File: config.mk
export PLATFORM = sky130hd
export DESIGN_NAME = quiz_round_arbiter
export DESIGN_NICKNAME = d
export VERILOG_FILES = /design/src/rtl/quiz_round_arbiter.sv
export SDC_FILE = /design/constraint.sdc
export NUM_CORES = 1
export LEC_CHECK = 0
export ABC_AREA = 1
export ABC_CLOCK_PERIOD_IN_PS = 4050
export BUFFER_PORTS_ARGS = -buffer_cell sky130_fd_sc_hd__buf_2
export CORE_MARGIN = 2
export CORE_UTILIZATION = 25
export CTS_CLUSTER_DIAMETER = 200
export DETAILED_ROUTE_END_ITERATION = 10
export GPL_TIMING_DRIVEN = 0
export SYNTH_ARGS = -nofsm -noshare
export SYNTH_HDL_FRONTEND = slang
export SYNTH_SLANG_ARGS = --single-unit
File: constraint.sdc
create_clock -name clk -period 4.05 [get_ports clk]
set_clock_uncertainty 0.2 [all_clocks]
set_input_delay 1.0125 -clock clk [delete_from_list [all_inputs] [get_ports clk]]
set_output_delay 1.0125 -clock clk [all_outputs]
set_load 0.01 [all_outputs]
File: src/rtl/quiz_round_arbiter.sv
// Quiz question sequencer: opens a buzz-in window, arbitrates four players with
// rotating priority, times the answer and records the host's verdict per question.
module quiz_round_arbiter #(
  parameter int TICK_DIV    = 100_000_000,
  parameter int BUZZ_WINDOW = 10,
  parameter int ANSWER_TIME = 5,
  parameter int BEEP_CYCLES = 20_000_000
) (
  input  logic        clk,
  input  logic        rst,
  input  logic [2:0]  view,
  input  logic [4:0]  bt_edge,
  input  logic [3:0]  buzz,
  output logic [3:0]  play_count,
  output logic [17:0] player1_list,
  output logic [17:0] player2_list,
  output logic [17:0] player3_list,
  output logic [17:0] player4_list,
  output logic [1:0]  winner,
  output logic        winner_valid,
  output logic [3:0]  countdown,
  output logic [2:0]  phase,
  output logic        buzzer
);

  localparam logic [2:0] IDLE   = 3'd0;
  localparam logic [2:0] READY  = 3'd1;
  localparam logic [2:0] ANSWER = 3'd2;
  localparam logic [2:0] RESULT = 3'd3;
  localparam logic [2:0] FULL   = 3'd4;

  localparam int DIV_W  = (TICK_DIV > 1) ? $clog2(TICK_DIV) : 1;
  localparam int BEEP_W = $clog2(BEEP_CYCLES + 1);

  logic [DIV_W-1:0]  div;
  logic [BEEP_W-1:0] beep_cnt;
  logic [1:0]        ptr;
  logic [17:0]       lists [4];
  logic              active;
  logic              tick;
  logic              last_second;
  logic [1:0]        pick;
  logic [1:0]        cand;
  logic              found;
  logic [1:0]        ans_code;
  logic              ans_done;
  logic [4:0]        slot;
  logic              unused_bits;

  assign active       = (view == 3'd3);
  assign tick         = (div == DIV_W'(TICK_DIV - 1));
  assign last_second  = tick && (countdown <= 4'd1);
  assign slot         = {play_count, 1'b0};
  assign buzzer       = (beep_cnt != '0);
  assign unused_bits  = bt_edge[3];
  assign player1_list = lists[0];
  assign player2_list = lists[1];
  assign player3_list = lists[2];
  assign player4_list = lists[3];

  // Rotating priority: scan from the pointer, wrapping p4 -> p1.
  always_comb begin
    pick  = ptr;
    cand  = ptr;
    found = 1'b0;
    for (int i = 0; i < 4; i++) begin
      cand = ptr + 2'(i);
      if (!found && buzz[cand]) begin
        pick  = cand;
        found = 1'b1;
      end
    end
  end

  // A verdict beats an expiring timer; "correct" beats "wrong".
  always_comb begin
    ans_code = 2'b11;
    if (bt_edge[0])      ans_code = 2'b01;
    else if (bt_edge[1]) ans_code = 2'b10;
    ans_done = bt_edge[0] || bt_edge[1] || last_second;
  end

  always_ff @(posedge clk or negedge rst) begin
    if (!rst) begin
      div          <= '0;
      beep_cnt     <= '0;
      ptr          <= 2'd0;
      play_count   <= 4'd0;
      winner       <= 2'd0;
      winner_valid <= 1'b0;
      countdown    <= 4'd0;
      phase        <= IDLE;
      for (int i = 0; i < 4; i++) lists[i] <= '0;
    end else begin
      div <= tick ? '0 : div + DIV_W'(1);
      if (beep_cnt != '0) beep_cnt <= beep_cnt - BEEP_W'(1);

      if (!active) begin
        if (phase == READY || phase == ANSWER) begin
          phase        <= IDLE;
          winner_valid <= 1'b0;
          countdown    <= 4'd0;
          beep_cnt     <= '0;
          div          <= '0;
        end
      end else if (bt_edge[4]) begin
        for (int i = 0; i < 4; i++) lists[i] <= '0;
        play_count   <= 4'd0;
        ptr          <= 2'd0;
        winner       <= 2'd0;
        winner_valid <= 1'b0;
        countdown    <= 4'd0;
        phase        <= IDLE;
        div          <= '0;
      end else begin
        case (phase)
          IDLE: if (bt_edge[2]) begin
            div <= '0;
            if (play_count < 4'd9) begin
              phase     <= READY;
              countdown <= 4'(BUZZ_WINDOW);
            end else begin
              phase <= FULL;
            end
          end
          READY: if (|buzz) begin
            phase        <= ANSWER;
            winner       <= pick;
            winner_valid <= 1'b1;
            countdown    <= 4'(ANSWER_TIME);
            beep_cnt     <= BEEP_W'(BEEP_CYCLES);
            div          <= '0;
          end else if (last_second) begin
            for (int i = 0; i < 4; i++) lists[i][slot +: 2] <= 2'b00;
            countdown  <= 4'd0;
            play_count <= play_count + 4'd1;
            phase      <= RESULT;
            beep_cnt   <= BEEP_W'(BEEP_CYCLES);
            div        <= '0;
          end else if (tick) begin
            countdown <= countdown - 4'd1;
          end
          ANSWER: if (ans_done) begin
            lists[winner][slot +: 2] <= ans_code;
            ptr        <= winner + 2'd1;
            countdown  <= 4'd0;
            play_count <= play_count + 4'd1;
            phase      <= RESULT;
            div        <= '0;
          end else if (tick) begin
            countdown <= countdown - 4'd1;
          end
          RESULT: if (bt_edge[2]) begin
            winner_valid <= 1'b0;
            div          <= '0;
            if (play_count < 4'd9) begin
              phase     <= READY;
              countdown <= 4'(BUZZ_WINDOW);
            end else begin
              phase <= FULL;
            end
          end
          default: ;
        endcase
      end
    end
  end

endmodule

==> results.md, run 1 <==
### Run status
• outcome: complete, no violations

### Synth
• register bit total from synthesis: 140
• leading cell types by total area after synthesis: sky130_fd_sc_hd__dfrtp_1 40%, sky130_fd_sc_hd__nand2_1 19%, sky130_fd_sc_hd__inv_1 6.9%
• Synth Instances: 1245
• register area share after synthesis: 0.4028
• Warnings, synthesis: 0
• Net Count, Synth: 1270
• post-synthesis cell type count: 40
• mean area per synthesized cell: 6.986 um^2
• area of the mapped netlist: 8697 um^2
• largest area contributor in the synthesized netlist: sky130_fd_sc_hd__dfrtp_1
• share of Yosys cell area claimed by the top area cell type: 0.4028

### Routing
• total vias in the final route: 8054
• Total Routed Length: 25120 um
• DRT Pass-1 Iters: 5
• Iter 0 DRT Violations: 542
• vias per inst: 4.391
• DRC Markers: 0
• detailed-route wire length per cell: 13.70 um
• post-detailed-route count of antenna-violating nets: 0

### STA
• highest attainable clock frequency: 289.6 MHz
• setup violation total in the final timing report: 0
• worst hold slack after final layout: 280.8 ps
• Tcrit/Tclk final: 0.8527
• Worst Slack Setup Final: 596.7 ps
• slew of the pin with the lowest slew margin: 714.7 ps
• RSZ-0062 raised after global routing: false
• Max-Slew Margin vs Limit: 0.5235
• shortest clock period the worst path allows after layout: 3453 ps
• count of final max-slew check failures: 0
• accumulated negative setup slack: 0 ps
• Hold Vio Cnt, Final: 0

### Die
• count of boundary I/O pins: 101
• Die Area: 36300 um^2
• starting utilization of the core area: 0.2530
• die boundary width: 190.5 um
• core footprint: 34370 um^2
• overall die height: 190.5 um
• total number of placement rows: 68

### Clocking
• CTS tree: yes
• buffer count from post-CTS setup fixing: 0
• number of levels in the clock H-tree: 4
• Clk Tree Root Cell: sky130_fd_sc_hd__clkbuf_16
• CTS clk-pin slew, worst paths: 60 ps
• clk buf depth: 2
• number of buffers inserted by hold repair at cts: 0
• clock sink count: 140
• source-to-sink clock delay at the later pin of the worst-skew pair: 430 ps
• Resize count post-CTS: 0
• number of buffers inserted during clock tree synthesis: 17

### Worst setup path
• CP Capture Type: primary output
• maximum fanout count along the critical path: 6
• critical path class: reg -> out
• category of the worst setup path launch point: flop
• Worst EP required: 2840 ps
• arrival time reported for the critical path endpoint: 2240 ps

### Power and ir drop
• power per cell area: 479.9 nW/um^2
• Lkg Pwr: 0.005608 uW
• worst vdd ir: 0.3473 mV

### GRT
• met1 Resource Use GR: 0.1866
• routing usage on met3: 0.03423
• peak-usage layer in the global routing report: met2
• GRT met2 Usage: 0.2364
• pin count of the biggest net entering global routing: 84
• first-pass GRT wire length: 41340 um
• gr usage total: 0.1439
• GRT Residual Overflow: 0
• antenna violations before repair: 3
• via count of the first global-routing pass: 7981

### Placed design
• placed cell count: 1800
• count of input and output buffers: 99
• GP Congestion: 0.8522
• worst setup slack before clock tree synthesis: 658.8 ps
• post-detailed-placement half-perimeter wirelength: 18990 um

### Final layout
• fill cell total of the finished layout: 3773
• fin cells: 1834
• final-stage net count: 1389
• proportion of layout cells with a drive suffix above 1: 0.1394
• Area growth, synth to finish: 19.95%

### Min path
• class of the worst hold path: reg -> reg

### Run
• max-capacitance violation count: 0

==> per-stage QoR <==
| step | util | power (uW) | cell area (um^2) |
|---|---|---|---|
| global placement | 0.2840 | 3294 | 9762 |
| detailed placement | 0.2850 | 3315 | 9796 |
| global route | 0.3034 | 5358 | 10430 |
| CTS | 0.3034 | 5040 | 10430 |
| finish | 0.3035 | 5006 | 10430 |
| floorplan | - | 2850 | 8697 |
==> worst paths after layout <==
path / from / endpoint / slack, ps / depth (start not counted)
max reg2reg: beep_cnt[0]$_DFF_PN0_ / beep_cnt[13]$_DFF_PN0_ / 1160 / 8
max in group asynchronous: rst / player4_list[0]$_DFFE_PN0P_ / 2500 / 2
max: beep_cnt[0]$_DFF_PN0_ / buzzer / 600 / 6
min: player2_list[0]$_DFFE_PN0P_ / player2_list[0]$_DFFE_PN0P_ / 280 / 2
min reg2reg: player2_list[0]$_DFFE_PN0P_ / player2_list[0]$_DFFE_PN0P_ / 280 / 2
min in group asynchronous: rst / phase[0]$_DFFE_PN0P_ / 340 / 1
==> area by class of cell <==
| class | count | area, um^2 | area share |
|---|---|---|---|
| multi-input combinational | 892 | 4323 | 0.4144 |
| sequential | 140 | 3503 | 0.3358 |
| inverter | 179 | 671.9 | 0.06440 |
| tap | 455 | 569.3 | 0.05457 |
| timing repair buffer | 100 | 529.3 | 0.05073 |
| clock buffer | 20 | 446.7 | 0.04282 |
| buffer | 34 | 198.9 | 0.01907 |
| clock inverter | 12 | 185.2 | 0.01775 |
| antenna | 2 | 5.005 | 0.0004797 |
==> state kept, by name (all words and copies together) (netlist names) <==
signal,cells
div,27
beep_cnt,25
player1_list,18
player2_list,18
player3_list,18
player4_list,18
countdown,4
play_count,4
phase,3
ptr,2
winner,2
winner_valid,1
==> kinds of logic after synthesis <==
kind of cell / count (synthesis) / synth area share
xor+xnor: 39 / 0.03927
compound gates: 84 / 0.06445
flops: 140 / 0.4028
simple gates: 758 / 0.3775
fa+ha+maj: 11 / 0.01582
buf+inv: 213 / 0.1001
==> cells in the mapped netlist, drive strengths merged <==
cell and n:
ha 11, buf 19, dfrtp 140, clkinv 1
nor4 2, inv 178, nand3 101, nand3b 3
o31ai 1, or2 5, clkbuf 15, o211ai 1
nand4 38, nor3 16, a31oi 1, o21bai 50
nand2 445, xor2 29, a211oi 1, a21oi 10
nor2 148, o21ai 19, o21a 1, xnor2 10
==> metal layers <==
metal | routed length, um | share of wire
met5 | 13 | 0.00052
met2 | 11700 | 0.47
met1 | 11930 | 0.47
met3 | 1090 | 0.043
met4 | 378 | 0.015
==> cell usage in the layout, fill, tap and decap left out, types with 2 or more instances in the layout <==
cell type / instances
sky130_fd_sc_hd__a21oi_1: 10
sky130_fd_sc_hd__buf_1: 2
sky130_fd_sc_hd__buf_2: 107
sky130_fd_sc_hd__buf_6: 7
sky130_fd_sc_hd__bufinv_16: 4
sky130_fd_sc_hd__clkbuf_1: 17
sky130_fd_sc_hd__clkbuf_16: 17
sky130_fd_sc_hd__clkinv_4: 2
sky130_fd_sc_hd__clkinvlp_4: 4
sky130_fd_sc_hd__dfrtp_1: 140
sky130_fd_sc_hd__diode_2: 2
sky130_fd_sc_hd__ha_1: 11
sky130_fd_sc_hd__inv_1: 160
sky130_fd_sc_hd__inv_2: 18
sky130_fd_sc_hd__inv_6: 2
sky130_fd_sc_hd__nand2_1: 441
sky130_fd_sc_hd__nand2_2: 2
sky130_fd_sc_hd__nand2_4: 2
sky130_fd_sc_hd__nand3_1: 97
sky130_fd_sc_hd__nand3_4: 3
sky130_fd_sc_hd__nand3b_1: 3
sky130_fd_sc_hd__nand4_1: 38
sky130_fd_sc_hd__nor2_1: 135
sky130_fd_sc_hd__nor2_2: 3
sky130_fd_sc_hd__nor2_4: 8
sky130_fd_sc_hd__nor2_8: 2
sky130_fd_sc_hd__nor3_1: 15
sky130_fd_sc_hd__nor4_1: 2
sky130_fd_sc_hd__o21ai_0: 11
sky130_fd_sc_hd__o21ai_1: 7
sky130_fd_sc_hd__o21bai_1: 50
sky130_fd_sc_hd__or2_2: 4
sky130_fd_sc_hd__xnor2_1: 10
sky130_fd_sc_hd__xor2_1: 29
==> worst max-delay path, cell delays in order, from the launching register on <==
cell and delay, ps:
sky130_fd_sc_hd__dfrtp_1 390, sky130_fd_sc_hd__inv_1 170, sky130_fd_sc_hd__ha_1 310, sky130_fd_sc_hd__nand2_1 180, sky130_fd_sc_hd__nor2_1 310, sky130_fd_sc_hd__nand4_1 250, sky130_fd_sc_hd__buf_2 210
==> power breakdown <==
group | switching [uW] | internal [uW]
sequential | 196 | 1620
clock | 653 | 1050
combinational | 955 | 527
No activity file was read; power rests on OpenSTA's default activity.
==> run 2: changes to the inputs <==
--- a/config.mk
+++ b/config.mk
@@ -5,12 +5,10 @@
 export SDC_FILE = /design/constraint.sdc
 export NUM_CORES = 1
 export LEC_CHECK = 0
-export ABC_AREA = 1
-export ABC_CLOCK_PERIOD_IN_PS = 4050
+export ABC_CLOCK_PERIOD_IN_PS = 3100
 export BUFFER_PORTS_ARGS = -buffer_cell sky130_fd_sc_hd__buf_2
 export CORE_MARGIN = 2
 export CORE_UTILIZATION = 25
-export CTS_CLUSTER_DIAMETER = 200
 export DETAILED_ROUTE_END_ITERATION = 10
 export GPL_TIMING_DRIVEN = 0
 export SYNTH_ARGS = -nofsm -noshare
==> constraint.sdc (replaced) <==
create_clock -name clk -period 3.1 [get_ports clk]
set_clock_uncertainty 0.2 [all_clocks]
set_input_delay 0.775 -clock clk [delete_from_list [all_inputs] [get_ports clk]]
set_output_delay 0.775 -clock clk [all_outputs]
set_load 0.01 [all_outputs]
==> run 2 against run 1 <==
  * Setup slack got worse by 850 ps
  * Global-route usage decreased by 0.18 points
  * Non-clock buffer count increased by 3
  * Die area decreased by 19%
  * Clock-buffer cell count decreased by 3
  * Routed wire length decreased by 17%
  * Synthesized cell count decreased by 42%
  * Critical path type unchanged
  * First-iteration DRC count decreased by 23%
  * Cell count decreased by 32%
  * Critical endpoint unchanged
  * The run now ends with negative setup slack left
  * Register-to-register slack got worse by 1000 ps
  * Clock power increased by 23%
  * Sequential share of layout area increased by 6.3 points
  * Largest cell class is now registers
==> results.md, run 2 <==
### Run
• max-capacitance violation count: 0, unchanged

### Die
• total number of placement rows: 61, -10%
• count of boundary I/O pins: 101, unchanged
• core footprint: 27630 um^2, -20%
• Die Area: 29290 um^2, -19%
• overall die height: 171.1 um, -10%
• starting utilization of the core area: 0.2527, -0.0002815
• die boundary width: 171.1 um, -10%

### Routing
• Total Routed Length: 20760 um, -17%
• Iter 0 DRT Violations: 418, -23%
• DRC Markers: 0, unchanged
• vias per inst: 4.970, +13%
• total vias in the final route: 6197, -23%
• DRT Pass-1 Iters: 5, unchanged
• detailed-route wire length per cell: 16.65 um, +22%
• post-detailed-route count of antenna-violating nets: 0, unchanged

### STA
• Hold Vio Cnt, Final: 0, unchanged
• Max-Slew Margin vs Limit: 0.2980, -0.2255
• RSZ-0062 raised after global routing: true
• Worst Slack Setup Final: -248.3 ps, -845.0 ps
• count of final max-slew check failures: 0, unchanged
• setup violation total in the final timing report: 1, +1
• highest attainable clock frequency: 298.7 MHz
• Tcrit/Tclk final: 1.080
• slew of the pin with the lowest slew margin: 1045 ps, +330.2 ps
• shortest clock period the worst path allows after layout: 3348 ps
• accumulated negative setup slack: -248.3 ps, -248.3 ps

### Final layout
• final-stage net count: 878, -37%
• leading cell type in the layout, fill and taps excluded: sky130_fd_sc_hd__dfrtp_1
• register containing the most flip-flops in the final layout: div
• proportion of layout cells with a drive suffix above 1: 0.2263, +0.08689
• largest registers ranked by flip-flop count: div x27, beep_cnt x25
• max reg flops: 27, unchanged
• commonest cells after routing, fill and taps aside: 139 x sky130_fd_sc_hd__dfrtp_1, 121 x sky130_fd_sc_hd__o21ai_0, 99 x sky130_fd_sc_hd__buf_2
• Area growth, synth to finish: 25.71%

### GRT
• first-pass GRT wire length: 32390 um, -22%
• pin count of the biggest net entering global routing: 80, -4.8%
• GRT Residual Overflow: 0, unchanged
• gr usage total: 0.1421, -0.001782
• via count of the first global-routing pass: 5907, -26%
• antenna violations before repair: 5, +2

### Synth
• Synth Instances: 726, -42%
• most repeated cell in the gate-level netlist after synthesis: sky130_fd_sc_hd__dfrtp_1
• area of the mapped netlist: 6983 um^2, -20%
• Net Count, Synth: 751, -41%
• most frequent cells after synthesis: 140 x sky130_fd_sc_hd__dfrtp_1, 124 x sky130_fd_sc_hd__o21ai_0, 73 x sky130_fd_sc_hd__nor2_1
• register area share after synthesis: 0.5017, +0.09888
• leading cell types by total area after synthesis: sky130_fd_sc_hd__dfrtp_1 50%, sky130_fd_sc_hd__o21ai_0 8.9%, sky130_fd_sc_hd__xor2_1 4.5%
• Post-synth ARST share: 1.000, unchanged
• Warnings, synthesis: 0, unchanged
• most used flip-flop cell after synthesis: sky130_fd_sc_hd__dfrtp_1
• number of synthesized flops with an enable pin: 0, unchanged
• register bit total from synthesis: 140, unchanged
• post-synthesis cell type count: 68, +70%
• largest area contributor in the synthesized netlist: sky130_fd_sc_hd__dfrtp_1
• mean area per synthesized cell: 9.618 um^2, +38%
• share of Yosys cell area claimed by the top area cell type: 0.5017, +0.09888

### Placed design
• GP Congestion: 0.8786, +3.1%
• count of input and output buffers: 98, -1.0%
• post-detailed-placement half-perimeter wirelength: 14620 um, -23%

### Worst setup path
• category of the worst setup path launch point: flop
• arrival time reported for the critical path endpoint: 2370 ps, +130 ps
• slowest stage cell, crit path: sky130_fd_sc_hd__or4_4
• critical path class: reg -> out
• most prevalent standard cell on the critical path: sky130_fd_sc_hd__or4_4
• Worst EP required: 2120 ps, -720 ps
• maximum fanout count along the critical path: 2, -4
• CP Capture Type: primary output
• longest individual stage delay on the worst path: 540 ps, +150 ps
• chain of cells forming the critical path: or4_4 > or3_4 > or4_4 > buf_6

### Power and ir drop
• power per cell area: 696.6 nW/um^2, +45%
• Lkg Pwr: 0.003983 uW, -29%
• Power, Total: 6115 uW, +22%
• worst vdd ir: 0.3523 mV, +1.4%

### Clocking
• number of levels in the clock H-tree: 4, unchanged
• CTS tree: yes
• source-to-sink clock delay at the later pin of the worst-skew pair: 430 ps, about the same
• clock sink count: 140, unchanged
• Clk Tree Root Cell: sky130_fd_sc_hd__clkbuf_16
• number of buffers inserted during clock tree synthesis: 17, unchanged
• clk buf depth: 2, unchanged
• CTS clk-pin slew, worst paths: 70 ps, about the same

### Min path
• class of the worst hold path: in -> async

### Run status
• outcome: complete, but fails checks
• violated checks: negative setup slack

## run 2: through the flow
| stage | setup slack, ps | util | instances | hold WS, ps | area (um^2) |
|---|---|---|---|---|---|
| floorplan | 30.50 | - | 726 | 247.9 | 6983 |
| global route | -315.8 | 0.3176 | 1246 | 228.6 | 8776 |
| global placement | -1099 | 0.2876 | 1202 | 268.9 | 7946 |
| detailed placement | -628.6 | 0.2888 | 1203 | 282.7 | 7980 |
| finish | -248.3 | 0.3177 | 1247 | 171.7 | 8778 |
| CTS | -351.9 | 0.3142 | 1241 | 200.3 | 8681 |
## run 2: power by group
group | internal (uW) | leakage, uW | total (uW) | switching [uW]
Combinational | 659 | 0.00179 | 1710 | 1050
Clock | 1100 | 0.000301 | 2110 | 1000
Sequential | 2070 | 0.00189 | 2300 | 234
## run 2: metal layers
layer	vias to the layer above	GRT usage	share of wire	wire [um]
li1	2888	-	-	-
met1	3084	0.1981	0.48	9873
met2	181	0.2120	0.44	9175
met3	40	0.03632	0.059	1215
met4	4	0.05158	0.022	464
met5	-	0	0.0013	28
## run 2: kinds of logic (layout without fill, tap and decap cells)
kind of cell,after synthesis,in the layout,share of synthesized area
AOI/OAI and AO/OA,227,227,0.1915
xor gates and xnor gates,48,48,0.06020
adders and majority gates,11,11,0.01971
buffers and inverters,57,197,0.03619
DFF,140,140,0.5017
muxes,6,6,0.009138
other,0,3,0
and+or+nand+nor,237,237,0.1815
## run 2: area by class of cell
| class | instances | area [um^2] |
|---|---|---|
| inverter | 28 | 105.1 |
| timing repair buffer | 112 | 628.1 |
| clock buffer | 17 | 425.4 |
| clock inverter | 15 | 196.4 |
| buffer | 25 | 121.4 |
| antenna | 3 | 7.507 |
| multi-input combinational | 529 | 3317 |
| fill | 2889 | 18850 |
| sequential | 140 | 3505 |
| tap | 378 | 473.0 |
## run 2: critical path, delay by kind of cell (launching register included)
kind | cells | cell delay (ps)
DFF | 1 | 380
and+or+nand+nor | 3 | 1430
buffers and inverters | 1 | 140
## run 2: path summary, 6_finish.rpt
path,start,to,slack (ps),cells after the start
worst max-delay path,beep_cnt[4]$_DFF_PN0_,buzzer,-250,4
worst min-delay path,rst,beep_cnt[0]$_DFF_PN0_,170,1
worst max register to register,phase[0]$_DFFE_PN0P_,player2_list[16]$_DFFE_PN0P_,150,7
worst min register to register,div[0]$_DFF_PN0_,div[0]$_DFF_PN0_,290,1
max in group asynchronous,rst,countdown[1]$_DFFE_PN0P_,1710,2
min in group clk,div[0]$_DFF_PN0_,div[0]$_DFF_PN0_,290,1
## run 2: what timing repair did
action | CTS | global route
endpoints found under the setup margin | 74 | 92
hold buffers | 0 | 0
gates resized for setup | 14 | 22
pin swaps | 5 | 5
setup buffers | 8 | 5
